==> src/rtl/riscv_pkg.sv <==
`default_nettype none
// ---------------------------------------------------------------------------
// riscv_pkg : shared widths, reset PC and fetch-entry record for the front end
// Rev 1.0
// ---------------------------------------------------------------------------
package riscv_pkg;

  localparam int XLEN    = 32;
  localparam int ILEN    = 32;
  localparam int IMEM_AW = 10;
  localparam int unsigned RESET_PC = 0;
  localparam int PC_STEP = 4;

  typedef struct packed {
    logic [IMEM_AW-1:0] pc;
    logic [ILEN-1:0]    instr;
  } fetch_entry_t;

endpackage
`default_nettype wire

==> src/rtl/fetch_fifo.sv <==
`default_nettype none
// ---------------------------------------------------------------------------
// fetch_fifo : DEPTH-entry synchronous FIFO of fetch entries with flush
// Rev 1.0
// ---------------------------------------------------------------------------
module fetch_fifo
  import riscv_pkg::*;
#(
  parameter type T     = fetch_entry_t,
  parameter int  DEPTH = 2,
  localparam int CW    = $clog2(DEPTH + 1),
  localparam int PW    = $clog2(DEPTH)
) (
  input  logic          clk,
  input  logic          rst_n,
  input  logic          push_i,
  input  logic          pop_i,
  input  logic          flush_i,
  input  T              wdata_i,
  output T              rdata_o,
  output logic          full_o,
  output logic          empty_o,
  output logic [CW-1:0] count_o
);

  T              mem_q [DEPTH];
  logic [PW-1:0] wr_q, rd_q;
  logic [CW-1:0] count_q;

  assign rdata_o = mem_q[rd_q];
  assign full_o  = (count_q == CW'(DEPTH));
  assign empty_o = (count_q == '0);
  assign count_o = count_q;

  // Power-of-two depth lets the pointers wrap by natural overflow.
  always_ff @(posedge clk or negedge rst_n) begin
    if (!rst_n) begin
      wr_q    <= '0;
      rd_q    <= '0;
      count_q <= '0;
      for (int i = 0; i < DEPTH; i++) mem_q[i] <= '0;
    end else if (flush_i) begin
      wr_q    <= '0;
      rd_q    <= '0;
      count_q <= '0;
    end else begin
      if (push_i) begin
        mem_q[wr_q] <= wdata_i;
        wr_q        <= wr_q + 1'b1;
      end
      if (pop_i) rd_q <= rd_q + 1'b1;
      count_q <= count_q + CW'(push_i) - CW'(pop_i);
    end
  end

  a_no_underflow: assert property (@(posedge clk) disable iff (!rst_n)
    !(pop_i && !flush_i && empty_o));

endmodule
`default_nettype wire

==> src/rtl/instruction_fetch.sv <==
`default_nettype none
// ---------------------------------------------------------------------------
// instruction_fetch : PC, imem request, fetch FIFO and redirect flush
// Rev 1.0
// ---------------------------------------------------------------------------
module instruction_fetch #(
  parameter int          N        = riscv_pkg::ILEN,
  parameter int          A        = riscv_pkg::IMEM_AW,
  parameter int          DEPTH    = 2,
  parameter int unsigned RESET_PC = riscv_pkg::RESET_PC
) (
  input  logic         clk,
  input  logic         rst_n,
  input  logic         fetch_en,
  output logic [A-1:0] imem_addr,
  input  logic [N-1:0] imem_data,
  input  logic         redirect_valid,
  input  logic [A-1:0] redirect_pc,
  output logic         out_valid,
  input  logic         out_ready,
  output logic [N-1:0] out_instr,
  output logic [A-1:0] out_pc
);

  localparam int CW = $clog2(DEPTH + 1);

  typedef struct packed {
    logic [A-1:0] pc;
    logic [N-1:0] instr;
  } entry_t;

  logic [A-1:0]  pc_q, pc_d;
  entry_t        wr_entry, head;
  logic          full, empty, deq, enq, space;
  logic [CW-1:0] count;

  assign imem_addr = pc_q;
  assign out_valid = ~empty & ~redirect_valid;
  assign deq       = out_valid & out_ready;
  assign space     = ~full | deq;
  assign enq       = fetch_en & space & ~redirect_valid;
  assign wr_entry  = '{pc: pc_q, instr: imem_data};
  assign out_instr = head.instr;
  assign out_pc    = head.pc;

  // Redirect wins over sequential fetch; targets are forced word aligned.
  always_comb begin
    pc_d = pc_q;
    if (redirect_valid) pc_d = redirect_pc & ~A'(3);
    else if (enq)       pc_d = pc_q + A'(riscv_pkg::PC_STEP);
  end

  always_ff @(posedge clk or negedge rst_n) begin
    if (!rst_n) pc_q <= A'(RESET_PC);
    else        pc_q <= pc_d;
  end

  fetch_fifo #(
    .T     (entry_t),
    .DEPTH (DEPTH)
  ) u_fifo (
    .clk     (clk),
    .rst_n   (rst_n),
    .push_i  (enq),
    .pop_i   (deq),
    .flush_i (redirect_valid),
    .wdata_i (wr_entry),
    .rdata_o (head),
    .full_o  (full),
    .empty_o (empty),
    .count_o (count)
  );

  a_count_bound: assert property (@(posedge clk) disable iff (!rst_n)
    count <= CW'(DEPTH));

endmodule
`default_nettype wire

==> config.mk <==
export PLATFORM = sky130hd
export DESIGN_NAME = instruction_fetch
export DESIGN_NICKNAME = d
export VERILOG_FILES = /design/src/rtl/riscv_pkg.sv /design/src/rtl/fetch_fifo.sv /design/src/rtl/instruction_fetch.sv
export SDC_FILE = /design/constraint.sdc
export NUM_CORES = 1
export LEC_CHECK = 0
export ABC_AREA = 1
export BUFFER_PORTS_ARGS = -buffer_cell sky130_fd_sc_hd__buf_2
export CAP_MARGIN = 25
export CORE_UTILIZATION = 45
export CTS_CLUSTER_SIZE = 28
export DETAILED_ROUTE_END_ITERATION = 16
export PLACE_DENSITY = 0.68
export SLEW_MARGIN = 15
export SYNTH_ARGS = -nofsm -noshare
export SYNTH_HDL_FRONTEND = slang
export SYNTH_SLANG_ARGS = --single-unit
==> constraint.sdc <==
create_clock -name clk -period 2.9 [get_ports clk]
set_input_delay 0.58 -clock clk [delete_from_list [all_inputs] [get_ports clk]]
set_output_delay 0.58 -clock clk [all_outputs]
set_load 0.1 [all_outputs]
==> results.yml, run 1 <==
routing:
  antenna_left: 0
  drcViolationCount: 0
  routed_wl_mm: 11.3
  via_per_inst: 5.24
  avgRoutedWirePerCell_um: 15.6
  num_vias: 3805
  drt_pass1_iterations: 4
  first_iter_violations: 237
floorplan:
  io_pins: 100
  die-area_um2: 10300
  fp.dieW_um: 102
  start_util: 0.462
  rows: 36
  die_y_um: 102
  coreArea_um2: 9680
yosys:
  synth_seq_area_share: 0.515
  netlist_top_cells_count: "nand2_1 (207), dfrtp_1 (92), nand3_1 (48), nand4_1 (42), mux2_2 (40)"
  ys_ff_latch: 92
  postSynthAreaPerCell_um2: 8.75
  yosys_warnings: 0
  synth_area_leaders: "dfrtp_1 (51%), nand2_1 (17%), mux2_2 (10%)"
  netlist_instances: 511
  syn_area_um2: 4470
  yosysMostFrequentCell: "nand2_1"
  async_reset_ff_frac: 1.00
  synth_area_leader_cell: "dfrtp_1"
  synth-edff-count: 0
  ys.flop_type: "dfrtp_1"
  yosys.area.top_type_share: 0.515
  synth_cell_types: 24
worst_setup_path:
  worstSetupPathType: "reg2out"
  cp-end-kind: "output pin"
  cp_max_fo: 27
  worstPathCellList: "buf_12 -> mux2_2 -> buf_2"
  cp_num_buf_inv: 2
  crit_slowest_cell: "dfrtp_2"
  cp_slowest_stage_delay_ns: 0.63
  startpoint_type: "register"
  worstPathArrival_ns: 1.92
  critPathRequiredTime_ns: 2.32
  cpLargestDelayFamily: "flip-flops"
grt:
  grt_use_total: 0.232
  antenna_found_initial: 0
  grt_max_degree: 70
  grt_pass1_wl_mm: 18.5
  grt-ovfl-total: 0
  grt_pass1_vias: 3755
clock_tree:
  post_cts_buffers: 0
  insertion_delay_ns: 0.35
  cts.clk_slew.worst_paths_ns: 0.09
  cts_max_level: 3
  cts_tree: "yes"
  clockRootBuffer: "clkbuf_8"
  cts_resized: 0
  cts_max_path_buffers: 2
  cts_buffers: 9
  cts.sinks: 92
  hold_buffers: 0
flow_run:
  max_cap_viol_count: 0
placement:
  routabilityCongestion: 0.743
  place_inst: 710
  io_buffers: 93
  hpwl_mm: 6.93
pwr:
  power.density_nw_per_um2: 1200
  p_leak_uw: 0.00278
  irDropWorstVdd_mv: 0.517
sta:
  fin_skew_ns: 0.00809
  maxSlewHeadroom: 0.419
  fmax_mhz: 400
  rsz0062_at_grt: "no"
  slew_violations: 0
  setup_viol: 0
  fin_crit_sh: 0.863
  fin_crit_ns: 2.50
  finalSetupTns_ns: 0
  tightest_slew_ns: 0.872
  finalHoldViolCount: 0
hold_path:
  hp-class: "in2async"
cells_and_area:
  area.growth.synth_to_final_pct: 17.7
  antenna_cells: 0
  nets: 638
  fillers: 935
  drive_above_1_share: 0.280
  layout.cells.non_filler: 726
run_status:
  status: "completed"
-- stage by stage --
| step | util | instance area (µm²) | hold WS, ns | setup slack (ns) | power (µW) |
|---|---|---|---|---|---|
| 6_report | 0.543 | 5260 | 0.328 | 0.398 | 6320 |
| 5_1_grt | 0.543 | 5260 | 0.385 | 0.319 | 6650 |
| 2_1_floorplan | - | 4480 | 0.284 | 0.0755 | 4910 |
| 3_5_place_dp | 0.521 | 5040 | 0.461 | 0.453 | 5390 |
| 4_1_cts | 0.543 | 5260 | 0.357 | 0.376 | 6350 |
| 3_3_place_gp | 0.521 | 5040 | 0.456 | 0.477 | 5340 |
-- power breakdown --
group | switching (µW) | internal, µW | leakage (µW)
logic | 2630 | 697 | 0.00154
registers | 300 | 1740 | 0.00113
clock network | 434 | 509 | 0.000107
-- cell families (layout without fill, tap and decap cells) --
kind of cell,count (synthesis),after routing,share of synthesized area
AOI/OAI and AO/OA,9,9,0.0120
xor gates and xnor gates,5,5,0.00979
adders and majority gates,3,3,0.00839
buffers and inverters,52,131,0.0543
DFF,92,92,0.515
muxes,40,40,0.101
other,1,4,0.000839
and+or+nand+nor,309,309,0.299
-- registers in the layout (all words and copies together) (netlist names) --
register / count
imem_addr: 8
u_fifo.count_o: 2
u_fifo.mem_q: 80
u_fifo.rd_q: 1
u_fifo.wr_q: 1
-- final timing paths --
kind                       depth (start not counted)                          from                      endpoint  slack (ns)
setup / recovery                                   3       u_fifo.rd_q$_DFFE_PN0P_                 out_instr[10]        0.40
hold / removal                                     1                         rst_n   u_fifo.mem_q[3]$_DFFE_PN0P_        0.33
hold reg to reg                                    2  u_fifo.mem_q[25]$_DFFE_PN0P_  u_fifo.mem_q[25]$_DFFE_PN0P_        0.48
min in group clk                                   3                redirect_pc[9]      imem_addr[9]$_DFFE_PN0P_        0.46
setup reg to reg                                   4       u_fifo.wr_q$_DFFE_PN0P_  u_fifo.mem_q[52]$_DFFE_PN0P_        1.12
max in group asynchronous                          2                         rst_n  u_fifo.mem_q[25]$_DFFE_PN0P_        1.82
-- placed cells by master (no fill, tap or decap), drive strengths merged, types with 3 or more instances in the layout --
cell type | netlist | routed
nand2 | 208 | 208
buf | 25 | 105
dfrtp | 92 | 92
nand3 | 49 | 49
nand4 | 42 | 42
mux2 | 40 | 40
clkbuf | 17 | 12
inv | 10 | 10
nor2 | 9 | 9
o21ai | 5 | 5
xnor2 | 4 | 4
conb | 1 | 4
ha | 3 | 3
-- layout make-up --
| type | instances | area [µm²] | area share |
|---|---|---|---|
| repair buffers | 105 | 583 | 0.111 |
| well taps | 133 | 166 | 0.0316 |
| clock inverters | 4 | 72.6 | 0.0138 |
| clock buffers | 12 | 145 | 0.0276 |
| flip-flops and latches | 92 | 2300 | 0.438 |
| multi-input cells | 370 | 1950 | 0.371 |
| inverters | 10 | 37.5 | 0.00713 |
-- per-layer routing --
metal	global-route usage	part of all wire	vias up	wire length, µm
met5	0	0	-	0
met4	0.0736	0.013	0	148
met3	0.0366	0.045	13	506
met2	0.379	0.49	99	5540
met1	0.318	0.45	1861	5120
li1	-	-	1832	-
Note: power is estimated with default switching activity, not from simulation.
==> run 2: changes to the inputs <==
--- a/config.mk
+++ b/config.mk
@@ -5,13 +5,13 @@
 export SDC_FILE = /design/constraint.sdc
 export NUM_CORES = 1
 export LEC_CHECK = 0
-export ABC_AREA = 1
 export BUFFER_PORTS_ARGS = -buffer_cell sky130_fd_sc_hd__buf_2
 export CAP_MARGIN = 25
 export CORE_UTILIZATION = 45
 export CTS_CLUSTER_SIZE = 28
 export DETAILED_ROUTE_END_ITERATION = 16
 export PLACE_DENSITY = 0.68
+export SETUP_SLACK_MARGIN = 0.02
 export SLEW_MARGIN = 15
 export SYNTH_ARGS = -nofsm -noshare
 export SYNTH_HDL_FRONTEND = slang
==> run 2 against run 1 <==
- sequential share of layout area up 1.1 points
- worst setup slack got worse by 0.042 ns
- sequential cell count unchanged
- highest routed layer unchanged
- critical endpoint is now out_instr[25]
- final cell count decreased by 28%
- synthesized cell count down 41%
- die area down 1.5%
==> results.yml, run 2 <==
worst_setup_path:
  worstSetupPathType: "reg2out"
  cp-end-kind: "output pin"
  worstPathArrival_ns: 1.96
  reg2reg_slack_ns: 0.94
  r2r-start: "u_fifo.count_o[0]$_DFF_PN0_"
  critPathRequiredTime_ns: 2.32
  cp_max_fo: 16
  rr_endpoint: "u_fifo.mem_q[48]$_DFFE_PN0P_"
  ff2ff_path_depth: 3
  startpoint_type: "register"
flow_run:
  max_cap_viol_count: 0
sta:
  fin_crit_sh: 0.877
  maxSlewHeadroom: 0.451
  setup_viol: 0
  finalHoldViolCount: 0
  whs_ns: 0.275
  tightest_slew_ns: 0.823
  finalSetupTns_ns: 0
  fin_skew_ns: 0.0174
  fin_crit_ns: 2.54
  slew_violations: 0
  fmax_mhz: 393
  rsz0062_at_grt: "no"
floorplan:
  rows: 35
  coreArea_um2: 9370
  die_y_um: 101
  io_pins: 100
  die-area_um2: 10200
  fp.dieW_um: 101
  start_util: 0.470
cells_and_area:
  layout_commonest_cell: "buf_2"
  top_register: "u_fifo.mem_q"
  largest_reg_flops: 80
  layout_common_cells: "buf_2 (92), dfrtp_1 (91), mux2_2 (80)"
  final_util: 0.548
  area.growth.synth_to_final_pct: 16.6
  antenna_cells: 0
  nets: 443
  fillers: 837
  drive_above_1_share: 0.610
yosys:
  netlist_top_cells_count: "dfrtp_1 (92), mux2_2 (80), mux2_4 (40), clkbuf_1 (9), nor2_1 (8)"
  synthSimpleGateAreaFrac: 0.0503
  postSynthAreaPerCell_um2: 14.6
  yosysMostFrequentCell: "dfrtp_1"
  synth-edff-count: 0
  yosys_warnings: 0
  synth_compound_area_frac: 0.0281
  netlist_instances: 301
  ys.flop_type: "dfrtp_1"
  synth_xor_area_frac: 0.00199
  synth_cell_types: 37
  synth_top_family_by_area: "multiplexers"
  ys_ff_latch: 92
  synth_area_leader_cell: "dfrtp_1"
  synth_area_leaders: "dfrtp_1 (52%), mux2_2 (20%), mux2_4 (14%)"
  synth_fa_ha_area_frac: 0.00853
  async_reset_ff_frac: 1.00
  synthMuxAreaShare: 0.343
  syn_area_um2: 4400
  synth_seq_area_share: 0.523
  yosys.area.top_type_share: 0.523
grt:
  grt_max_degree: 60
  grt_pass1_wl_mm: 13.8
  grt_use_total: 0.178
  antenna_found_initial: 0
  grt_pass1_vias: 2744
  grt-ovfl-total: 0
clock_tree:
  insertion_delay_ns: 0.37
  post_cts_buffers: 0
  cts_max_path_buffers: 2
  cts_resized: 0
  cts.clk_slew.worst_paths_ns: 0.09
  cts_buffers: 9
  cts_max_level: 3
  cts_tree: "yes"
  cts.sinks: 92
  clockRootBuffer: "clkbuf_8"
  hold_buffers: 0
routing:
  avgRoutedWirePerCell_um: 16.2
  drcViolationCount: 0
  antenna_left: 0
  via_per_inst: 5.14
  routed_wl_mm: 8.52
  num_vias: 2705
  first_iter_violations: 78
  drt_pass1_iterations: 4
placement:
  io_buffers: 93
  routabilityCongestion: 0.836
  hpwl_mm: 5.70
hold_path:
  hp-class: "in2async"
pwr:
  p_leak_uw: 0.00245
  power.density_nw_per_um2: 1030
  irDropWorstVdd_mv: 0.663
run_status:
  status: "completed"
-- run 2: cell types whose count changed in the layout (fill, tap and decap cells not counted), sizes merged, moves of 3 or more --
cell | previous run | this run
a31oi | 0 | 4
and2 | 0 | 3
buf | 105 | 100
inv | 10 | 6
mux2 | 40 | 120
nand2 | 208 | 5
nand3 | 49 | 5
nand4 | 42 | 2
nor2b | 0 | 3
o31ai | 0 | 3
or4 | 0 | 5
xnor2 | 4 | 0
-- run 2: kinds of logic after synthesis --
logic type | after synthesis
buffers and inverters | 27
other | 1
muxes | 121
DFF | 92
xor gates and xnor gates | 1
adders and majority gates | 3
and+or+nand+nor | 39
AOI/OAI and AO/OA | 17
-- run 2: stage by stage --
step,instances,setup slack [ns],instance area [µm²],power (µW)
after floorplan,304,0.415,4410,4110
after CTS,526,0.328,5130,5320
after global routing,526,0.273,5130,5500
after detailed placement,511,0.596,4930,4430
after global placement,511,0.607,4930,4380
final,526,0.356,5130,5280
-- run 2: area by class of cell --
type	instances	area, µm²	share of cell area
Sequential cell	92	2300	0.449
Multi-Input combinational cell	185	1920	0.374
Timing Repair Buffer	100	533	0.104
Tap cell	129	161	0.0314
Clock buffer	10	138	0.0268
Clock inverter	5	61.3	0.0119
Inverter	5	18.8	0.00366
-- run 2: worst max-delay path, stage by stage (launching register included) --
cell and delay (ns):
dfrtp_2 0.64, buf_4 0.29, mux2_2 0.36, buf_2 0.30
-- run 2: metal layers --
| metal | vias up | share of wire | GRT usage | routed length (µm) |
|---|---|---|---|---|
| li1 | 1259 | - | - | - |
| met1 | 1362 | 0.48 | 0.246 | 4060 |
| met2 | 75 | 0.46 | 0.274 | 3930 |
| met3 | 9 | 0.047 | 0.0416 | 399 |
| met4 | 0 | 0.015 | 0.0647 | 124 |
| met5 | - | 0 | 0 | 0 |
-- run 2: where the power goes --
part           leakage [µW]  internal, µW  switching [µW]  total (µW)
Sequential          0.00109          1630             204        1830
Clock             0.0000910           420             461         882
Combinational       0.00127           699            1860        2560
Total               0.00245          2750            2530        5280
-- run 2: worst max-delay path by stage --
stage                            start  slack (ns)                      endpoint  depth (start not counted)
5_1_grt        u_fifo.rd_q$_DFFE_PN0P_        0.27                  out_instr[7]                          3
2_1_floorplan           redirect_valid        0.41   u_fifo.count_o[1]$_DFF_PN0_                          9
3_5_place_dp            redirect_valid        0.60   u_fifo.count_o[1]$_DFF_PN0_                          9
6_report       u_fifo.rd_q$_DFFE_PN0P_        0.36                 out_instr[25]                          3
4_1_cts        u_fifo.rd_q$_DFFE_PN0P_        0.33                  out_instr[7]                          3
3_3_place_gp            redirect_valid        0.61  u_fifo.mem_q[67]$_DFFE_PN0P_                          3
==> run 3: changes to the inputs <==
--- a/config.mk
+++ b/config.mk
@@ -10,8 +10,10 @@
 export CORE_UTILIZATION = 45
 export CTS_CLUSTER_SIZE = 28
 export DETAILED_ROUTE_END_ITERATION = 16
-export PLACE_DENSITY = 0.68
+export PLACE_DENSITY = 0.67
+export RECOVER_POWER = 100
 export SETUP_SLACK_MARGIN = 0.02
+export SKIP_CTS_REPAIR_TIMING = 1
 export SLEW_MARGIN = 15
 export SYNTH_ARGS = -nofsm -noshare
 export SYNTH_HDL_FRONTEND = slang
==> run 3 against run 2 <==
- fmax grew 1.7%
- largest power group unchanged
- die area is the same
- largest cell class unchanged
- critical path depth shrank 1
- non-clock buffer count shrank 2
- sequential share of layout area grew 1.4 points
- first-iteration DRC count shrank 29%
==> results.yml, run 3 (synthesis results as in run 2) <==
hold_path:
  hold_start: "imem_data[10]"
  hp-class: "in2reg"
  hold-path-endpoint: "u_fifo.mem_q[52]$_DFFE_PN0P_"
  hold_depth: 2
pwr:
  p_clk_frac: 0.185
  power_report.internal_total_uw: 2700
  p_leak_uw: 0.00223
  comb_power_share: 0.466
  power.density_nw_per_um2: 1050
  power.switching_uw: 2530
  power.share.switching: 0.484
  power_uw: 5230
  irDropWorstVdd_mv: 0.587
  power_frac_seq: 0.348
sta:
  maxSlewHeadroom: 0.191
  finalHoldViolCount: 0
  setup_viol: 0
  rsz0062_at_grt: "no"
  fin_skew_ns: 0.00860
  fin_crit_sh: 0.862
  fmax_mhz: 400
  tightest_slew_ns: 1.21
  slew_violations: 0
  finalSetupTns_ns: 0
  whs_ns: 0.443
  fin_crit_ns: 2.50
worst_setup_path:
  r2r-start: "u_fifo.count_o[0]$_DFF_PN0_"
  startpoint_type: "register"
  ff2ff_path_depth: 4
  cp_max_fo: 6
  worstPathCellList: "mux2_2 -> clkbuf_1"
  rr_endpoint: "u_fifo.mem_q[23]$_DFFE_PN0P_"
  crit_slowest_cell: "clkbuf_1"
  cp_slowest_stage_delay_ns: 0.85
  cp-end-kind: "output pin"
  reg2reg_slack_ns: 0.74
  worstSetupPathType: "reg2out"
  critPathRequiredTime_ns: 2.32
  worstPathArrival_ns: 1.92
clock_tree:
  cts_tree: "yes"
  clockRootBuffer: "clkbuf_8"
  cts_max_path_buffers: 2
  cts.sinks: 92
  cts.clk_slew.worst_paths_ns: 0.10
  cts_max_level: 3
  cts_buffers: 9
  insertion_delay_ns: 0.35
grt:
  grt_use_total: 0.176
  antenna_found_initial: 0
  grt-ovfl-total: 0
  grt_max_degree: 48
  grt_pass1_wl_mm: 13.7
  grt_pass1_vias: 2634
routing:
  highest_layer: "met4"
  avgRoutedWirePerCell_um: 16.1
  num_vias: 2704
  drt_pass1_iterations: 4
  via_per_inst: 5.15
  wl_met3_um: 355
  drcViolationCount: 0
  first_iter_violations: 55
  dr_wl_met2_mm: 3.99
  wl_met1_mm: 4.01
  routed_wl_mm: 8.46
  antenna_left: 0
cells_and_area:
  final_util: 0.532
  drive_above_1_share: 0.472
  largest_reg_flops: 80
  antenna_cells: 0
  ff_latch_area_um2: 2300
  layout_common_cells: "dfrtp_1 (91), mux2_2 (80), buf_2 (43)"
  fillers: 861
  post-route-cell-area_um2: 4980
  top_register: "u_fifo.mem_q"
  multiInputGateArea_um2: 1770
  area.growth.synth_to_final_pct: 13.2
  layout_commonest_cell: "dfrtp_1"
  nets: 441
flow_run:
  max_cap_viol_count: 0
floorplan:
  io_pins: 100
  die_y_um: 101
  start_util: 0.470
  rows: 35
  coreArea_um2: 9370
  die-area_um2: 10200
  fp.dieW_um: 101
placement:
  hpwl_mm: 5.62
  routabilityCongestion: 0.833
  placed_area_um2: 4930
  io_buffers: 93
run_status:
  status: "completed"
==> run 3: per-stage QoR <==
stage / cells / worst slack (ns)
CTS: 525 / 0.531
finish: 525 / 0.400
global route: 525 / 0.277
global placement: 509 / 0.615
detailed placement: 509 / 0.602
floorplan: 304 / 0.415
==> run 3: worst max-delay path, delay by kind of cell, from the launching register on <==
| kind | cells | cell delay (ns) |
|---|---|---|
| buffers and inverters | 1 | 0.85 |
| DFF | 1 | 0.48 |
| muxes | 1 | 0.24 |
==> run 3: worst max-delay path by stage <==
| stage | start | end | slack, ns | depth (start not counted) |
|---|---|---|---|---|
| 2_1_floorplan | redirect_valid | u_fifo.count_o[1]$_DFF_PN0_ | 0.41 | 9 |
| 3_3_place_gp | redirect_valid | u_fifo.mem_q[46]$_DFFE_PN0P_ | 0.61 | 3 |
| 3_5_place_dp | redirect_valid | u_fifo.mem_q[69]$_DFFE_PN0P_ | 0.60 | 3 |
| 4_1_cts | u_fifo.rd_q$_DFFE_PN0P_ | out_instr[21] | 0.53 | 3 |
| 5_1_grt | redirect_valid | u_fifo.mem_q[40]$_DFFE_PN0P_ | 0.28 | 5 |
| 6_report | u_fifo.rd_q$_DFFE_PN0P_ | out_instr[15] | 0.40 | 2 |
==> run 3: per-layer routing <==
layer | track usage | vias up
met5 | 0 | -
met4 | 0.0468 | 0
met3 | 0.0381 | 9
met2 | 0.277 | 69
met1 | 0.247 | 1376
li1 | - | 1250
==> run 3: area by class of cell <==
type,instances,area share
inverters,5,0.00377
well taps,129,0.0324
multi-input cells,185,0.356
flip-flops and latches,92,0.462
repair buffers,98,0.101
clock inverters,6,0.0191
clock buffers,10,0.0256
==> run 3: power groups by stage <==
stage | registers [µW] | clock network, µW | logic (µW)
after global placement | 1820 | 0 | 2550
after detailed placement | 1850 | 0 | 2580
after CTS | 1830 | 1000 | 2590
after floorplan | 1880 | 0 | 2230
after global routing | 1870 | 1050 | 2540
final | 1820 | 969 | 2440
